[src/rtl/event_recorder.sv]
// Records timestamped events into a buffer and replays them on NUM_CHANNELS
// independently delayed channels, once or looping; outputs are registered (1-cycle).
module event_recorder #(
  parameter int NUM_CHANNELS = 2,
  parameter int DATA_WIDTH   = 8,
  parameter int TIME_WIDTH   = 10,
  parameter int DEPTH        = 64,
  localparam int ENTRY_W     = TIME_WIDTH + DATA_WIDTH,
  localparam int AW          = $clog2(DEPTH),
  localparam int CW          = AW + 1
) (
  input  logic                            clk,
  input  logic                            reset,
  input  logic                            begin_write,
  input  logic                            stop_write,
  input  logic                            begin_read,
  input  logic                            stop_read,
  input  logic                            tick,
  input  logic [DATA_WIDTH-1:0]           write_data,
  input  logic                            write_trigger,
  input  logic                            loop,
  input  logic [NUM_CHANNELS*TIME_WIDTH-1:0] chan_delay,
  output logic [NUM_CHANNELS*ENTRY_W-1:0] read_data,
  output logic [NUM_CHANNELS-1:0]         read_trigger,
  output logic                            busy_write,
  output logic                            busy_read,
  output logic                            done,
  output logic                            overflow,
  output logic [CW-1:0]                   count
);

  typedef enum logic [1:0] {S_IDLE, S_RECORD, S_PLAY} state_e;

  localparam logic [CW-1:0] FULL = CW'(DEPTH);

  state_e                  state_q, state_d;
  logic [CW-1:0]           count_q, count_d;
  logic                    overflow_q, overflow_d;
  logic [TIME_WIDTH-1:0]   rtimer_q, rtimer_d;
  logic [TIME_WIDTH:0]     ptimer_q, ptimer_d;
  logic                    loop_q, loop_d;
  logic                    done_q, done_d;
  logic [CW-1:0]           ptr_q   [NUM_CHANNELS];
  logic [CW-1:0]           ptr_d   [NUM_CHANNELS];
  logic [TIME_WIDTH-1:0]   delay_q [NUM_CHANNELS];
  logic [TIME_WIDTH-1:0]   delay_d [NUM_CHANNELS];
  logic [ENTRY_W-1:0]      rdata_q [NUM_CHANNELS];
  logic [ENTRY_W-1:0]      rdata_d [NUM_CHANNELS];
  logic [NUM_CHANNELS-1:0] trig_q, trig_d;
  logic [ENTRY_W-1:0]      rd_entry [NUM_CHANNELS];
  logic [ENTRY_W-1:0]      mem_q   [DEPTH];
  logic                    mem_we;
  logic [ENTRY_W-1:0]      mem_wdata;
  logic                    start_rec, all_done, emit_en;

  always_ff @(posedge clk) begin
    if (!reset) begin
      state_q    <= S_IDLE;
      count_q    <= '0;
      overflow_q <= 1'b0;
      rtimer_q   <= '0;
      ptimer_q   <= '0;
      loop_q     <= 1'b0;
      done_q     <= 1'b0;
      trig_q     <= '0;
      for (int c = 0; c < NUM_CHANNELS; c++) begin
        ptr_q[c]   <= '0;
        delay_q[c] <= '0;
        rdata_q[c] <= '0;
      end
    end else begin
      state_q    <= state_d;
      count_q    <= count_d;
      overflow_q <= overflow_d;
      rtimer_q   <= rtimer_d;
      ptimer_q   <= ptimer_d;
      loop_q     <= loop_d;
      done_q     <= done_d;
      trig_q     <= trig_d;
      ptr_q      <= ptr_d;
      delay_q    <= delay_d;
      rdata_q    <= rdata_d;
    end
  end

  always_ff @(posedge clk) begin
    if (reset && mem_we) mem_q[count_q[AW-1:0]] <= mem_wdata;
  end

  always_comb begin
    state_d    = state_q;
    count_d    = count_q;
    overflow_d = overflow_q;
    rtimer_d   = rtimer_q;
    ptimer_d   = ptimer_q;
    loop_d     = loop_q;
    done_d     = 1'b0;
    trig_d     = '0;
    ptr_d      = ptr_q;
    delay_d    = delay_q;
    rdata_d    = rdata_q;
    mem_we     = 1'b0;
    mem_wdata  = {rtimer_q, write_data};
    start_rec  = 1'b0;
    emit_en    = 1'b0;
    all_done   = 1'b1;
    for (int c = 0; c < NUM_CHANNELS; c++) begin
      rd_entry[c] = mem_q[ptr_q[c][AW-1:0]];
      if (ptr_q[c] < count_q) all_done = 1'b0;
    end

    unique case (state_q)
      S_IDLE: begin
        if (begin_write) begin
          start_rec = 1'b1;
        end else if (begin_read) begin
          if (count_q == '0) begin
            done_d = 1'b1;
          end else begin
            state_d  = S_PLAY;
            ptimer_d = '0;
            loop_d   = loop;
            for (int c = 0; c < NUM_CHANNELS; c++) begin
              ptr_d[c]   = '0;
              delay_d[c] = chan_delay[c*TIME_WIDTH +: TIME_WIDTH];
            end
          end
        end
      end
      S_RECORD: begin
        if (stop_write) begin
          state_d = S_IDLE;
        end else if (begin_write) begin
          start_rec = 1'b1;
        end else if (tick) begin
          if (&rtimer_q) state_d = S_IDLE;
          else           rtimer_d = rtimer_q + 1'b1;
        end
        // A restart discards the coincident event; a stop still keeps it.
        if (write_trigger && (stop_write || !begin_write)) begin
          if (count_q == FULL) begin
            overflow_d = 1'b1;
          end else begin
            mem_we  = 1'b1;
            count_d = count_q + 1'b1;
          end
        end
      end
      S_PLAY: begin
        if (stop_read) begin
          state_d = S_IDLE;
        end else if (begin_write) begin
          start_rec = 1'b1;
        end else if (all_done) begin
          if (loop_q) begin
            ptimer_d = '0;
            for (int c = 0; c < NUM_CHANNELS; c++) ptr_d[c] = '0;
          end else begin
            state_d = S_IDLE;
            done_d  = 1'b1;
          end
        end else begin
          emit_en = 1'b1;
          if (tick && !(&ptimer_q)) ptimer_d = ptimer_q + 1'b1;
        end
      end
      default: state_d = S_IDLE;
    endcase

    if (start_rec) begin
      state_d    = S_RECORD;
      count_d    = '0;
      overflow_d = 1'b0;
      rtimer_d   = '0;
    end

    for (int c = 0; c < NUM_CHANNELS; c++) begin
      if (emit_en && (ptr_q[c] < count_q) &&
          ({1'b0, rd_entry[c][ENTRY_W-1:DATA_WIDTH]} + {1'b0, delay_q[c]} <= ptimer_q)) begin
        trig_d[c]  = 1'b1;
        rdata_d[c] = rd_entry[c];
        ptr_d[c]   = ptr_q[c] + 1'b1;
      end
    end
  end

  always_comb begin
    busy_write   = (state_q == S_RECORD);
    busy_read    = (state_q == S_PLAY);
    done         = done_q;
    overflow     = overflow_q;
    count        = count_q;
    read_trigger = trig_q;
    read_data    = '0;
    for (int c = 0; c < NUM_CHANNELS; c++) read_data[c*ENTRY_W +: ENTRY_W] = rdata_q[c];
  end

endmodule

[config.mk]
export PLATFORM = sky130hd
export DESIGN_NAME = event_recorder
export DESIGN_NICKNAME = d
export VERILOG_FILES = /design/src/rtl/event_recorder.sv
export SDC_FILE = /design/constraint.sdc
export NUM_CORES = 2
export LEC_CHECK = 0
export BUFFER_PORTS_ARGS = -buffer_cell sky130_fd_sc_hd__buf_4
export CAP_MARGIN = 20
export CORE_MARGIN = 2
export CORE_UTILIZATION = 62
export DETAILED_ROUTE_END_ITERATION = 16
export GPL_ROUTABILITY_DRIVEN = 0
export MAX_ROUTING_LAYER = met4
export PLACE_DENSITY = 0.82
export SYNTH_ARGS = -nofsm -noshare
export SYNTH_HDL_FRONTEND = slang
export SYNTH_SLANG_ARGS = --single-unit
[constraint.sdc]
create_clock -name clk -period 7.61 [get_ports clk]
set_input_delay 0.761 -clock clk [delete_from_list [all_inputs] [get_ports clk]]
set_output_delay 0.761 -clock clk [all_outputs]
set_load 0.02 [all_outputs]
==> results.sh <==
export IMPL_synthTopCellsByArea="edfxtp_1 (58%), mux4_2 (22%), dfxtp_1 (3.9%)"
export IMPL_hold_class="in -> reg"
export IMPL_cap_viol_max_count=0
export IMPL_rsz0062_at_grt="false"
export IMPL_yosys_area_top_type="edfxtp_1"
export IMPL_cts_tree="built"
export IMPL_met2_length_um=84700
export IMPL_crit_path_end_kind="flip-flop"
export IMPL_wirelength_um=184000
export IMPL_cts_hold_buf=0
export IMPL_required_ns=8.25
export IMPL_grtUsageTotal_pct=39.1
export IMPL_leakage_nw=20.0
export IMPL_fp_coreArea_um2=95200
export IMPL_synth_seq_cells=1269
export IMPL_dieHeight_um=314
export IMPL_htree_levels=4
export IMPL_cts_root_buf="clkbuf_16"
export IMPL_vias=38200
export IMPL_synth_top_flop_cell="edfxtp_1"
export IMPL_ys_async_sr_fraction_pct=0
export IMPL_cts_buffers=132
export IMPL_wl_per_cell_um=38.2
export IMPL_slew_headroom_pct=10.9
export IMPL_insertion_delay_ns=0.77
export IMPL_postPlaceCellArea_um2=61900
export IMPL_met3_wirelength_um=29000
export IMPL_min_period_over_period_pct=95.5
export IMPL_antenna_found_initial=7
export IMPL_vias_per_cell=7.91
export IMPL_first_iter_violations=6704
export IMPL_whs_ns=0.278
export IMPL_tightest_slew_ns=1.32
export IMPL_clk_pin_slew_ns=0.06
export IMPL_synth_top_area_share_pct=58.0
export IMPL_finalHoldViolCount=0
export IMPL_nFillCells=5518
export IMPL_finalSetupViolations=0
export IMPL_area_growth_syn_to_layout_pct=11.2
export IMPL_syn_avg_cell_area_um2=17.8
export IMPL_cts_buffer_depth=3
export IMPL_port_buffers=85
export IMPL_syn_inst=3354
export IMPL_worstSetupPathType="reg -> reg"
export IMPL_cts_resized=0
export IMPL_synth_edf_count=1152
export IMPL_fin_worst_skew_ns=0.0370
export IMPL_synthesis_nets=3453
export IMPL_dieArea_um2=98600
export IMPL_rows=113
export IMPL_drc_errors=0
export IMPL_die_w_um=314
export IMPL_drive_gt1_share_pct=30.7
export IMPL_max_freq_mhz=138
export IMPL_drt_met1_wl_um=57500
export IMPL_fin_tns_setup_ns=0
export IMPL_peakVddDrop_uv=332
export IMPL_dp_hpwl_um=107000
export IMPL_power_per_cell_area_nw_per_um2=215
export IMPL_cp_max_fo=28
export IMPL_ant_nets=0
export IMPL_synth_cell_types=78
export IMPL_cts_sinks=1269
export IMPL_grt_max_degree=105
export IMPL_finalPower_mw=14.3
export IMPL_grt_pass1_wl_um=266000
export IMPL_top_layer_used="met4"
export IMPL_register_area_um2=37000
export IMPL_start_util_pct=62.6
export IMPL_grt_ovfl_total=0
export IMPL_post_cts_buffers=0
export IMPL_crit_arrival_ns=7.91
export IMPL_yosysSeqAreaShare_pct=62.0
export IMPL_grt_pass1_vias=38300
export IMPL_multi_input_area_um2=21700
export IMPL_status="completed"
export IMPL_fin_cells=4830
export IMPL_crit_path_start_kind="flip-flop"
export IMPL_syn_area_um2=59600
export IMPL_fin_nets=3548
export IMPL_placedCellCount=4577
export IMPL_drv_slew=0
export IMPL_final_area_um2=66300
export IMPL_first_pass_iters=8
export IMPL_yosys_warnings=0
export IMPL_period_needed_ns=7.27
export IMPL_ios=86
-- stage by stage --
step / utilization (%) / setup WS, ns
after floorplan: - / 2.10
after global placement: 65.1 / 1.11
after detailed placement: 65.1 / 0.832
after CTS: 69.6 / 0.756
after global routing: 69.7 / 0.184
final: 69.7 / 0.341
-- state kept, by name (all words and copies together), names as in the netlist, named ones only --
name,cells
read_data,36
delay_q,20
ptr_q,14
done,1
state_q,2
ptimer_q,11
overflow,1
mem_q,1152
count,7
loop_q,1
read_trigger,2
rtimer_q,10
-- Yosys cell counts (all sizes together) (8+ instances only) --
| library cell | count |
|---|---|
| edfxtp | 1152 |
| mux4 | 581 |
| nand2 | 152 |
| nor2 | 141 |
| buf | 128 |
| dfxtp | 117 |
| o21ai | 109 |
| clkbuf | 105 |
| a22oi | 67 |
| mux2i | 67 |
| a21oi | 64 |
| ha | 60 |
| nor2b | 53 |
| inv | 44 |
| nand3 | 44 |
| o22ai | 44 |
| nor3 | 36 |
| a22o | 30 |
| mux2 | 30 |
| nand2b | 28 |
| a221oi | 26 |
| xnor2 | 26 |
| a211oi | 25 |
| a31oi | 25 |
| a21boi | 21 |
| nand4 | 14 |
| or3 | 13 |
| o211ai | 9 |
| o2bb2ai | 9 |
| o2111ai | 8 |
| xor2 | 8 |
-- worst max-delay path, cell delays in order, from the launching register on --
cell and delay (ns):
dfxtp_2 0.74, buf_4 0.60, nor2_1 0.30, nand2_1 0.33
o22ai_1 0.16, nor4_1 0.93, or3_1 0.33, ha_1 0.20
inv_1 0.06, fa_1 0.40, inv_1 0.07, a21oi_1 0.06
o21ai_0 0.25, a21o_1 0.16, a21oi_1 0.09, o21a_1 0.23
xnor2_1 0.13, ha_1 0.32, nand2_1 0.07, nor3_1 0.24
o21ai_0 0.15, a31oi_1 0.40, or3_1 0.35, nand2_1 0.29
o21ai_0 0.29
-- routing by layer --
layer | vias up | global-route usage [%]
met3 | 901 | 12.5
met1 | 19100 | 48.7
met4 | 0 | 22.0
met5 | - | -
met2 | 3877 | 57.4
li1 | 14300 | -
-- kinds of logic (layout without fill, tap and decap cells) --
| kind of cell | Yosys count | in the layout | synth area share (%) |
|---|---|---|---|
| buf+inv | 278 | 480 | 2.38 |
| flops | 1269 | 1269 | 62.0 |
| mux | 678 | 678 | 23.7 |
| compound gates | 499 | 499 | 5.81 |
| other cells | 0 | 9 | 0 |
| fa+ha+maj | 62 | 62 | 1.33 |
| simple gates | 534 | 534 | 4.29 |
| xor+xnor | 34 | 34 | 0.500 |
-- cells in the final DEF (no fill, tap or decap), types with 25 or more instances in the layout --
master | Yosys | final
clkbuf_16 | 0 | 136
a22o_1 | 30 | 30
a22oi_1 | 67 | 67
mux2i_1 | 67 | 67
mux2_2 | 30 | 30
nand2b_1 | 28 | 28
nor3_1 | 36 | 32
nand2_1 | 152 | 152
nor2b_1 | 53 | 53
inv_1 | 43 | 43
buf_4 | 40 | 186
nor2_1 | 141 | 79
xnor2_1 | 26 | 26
nor2_4 | 0 | 51
a21oi_1 | 63 | 63
nand3_1 | 44 | 44
ha_1 | 60 | 60
o22ai_1 | 44 | 44
a211oi_1 | 25 | 25
o21ai_0 | 102 | 102
mux4_2 | 570 | 570
dfxtp_1 | 117 | 98
clkbuf_1 | 104 | 27
edfxtp_1 | 1152 | 1152
-- final timing paths --
check / from / endpoint / slack (ns) / depth (start not counted)
worst min-delay path: chan_delay[15] / delay_q[5] / 0.28 / 3
worst max register to register: flip-flop / ptr_q[9] / 0.34 / 24
worst min register to register: read_data[35] / read_data[35] / 0.47 / 2
worst max-delay path: flip-flop / ptr_q[9] / 0.34 / 24
-- power by group --
group	switching (mW)	internal, mW	total (mW)	leakage, nW
logic	0.109	0.0441	0.153	6.65
registers	0.00345	7.53	7.54	11.3
clock network	2.81	3.76	6.57	2.12
-- area by class of cell --
class | count | area share (%)
Sequential cell | 1269 | 55.8
Multi-Input combinational cell | 1807 | 32.7
Clock buffer | 173 | 5.47
Tap cell | 1265 | 2.39
Timing Repair Buffer | 194 | 2.35
Clock inverter | 68 | 1.04
Inverter | 45 | 0.255
Antenna cell | 9 | 0.0340
Power figures use the tool's default switching activity.
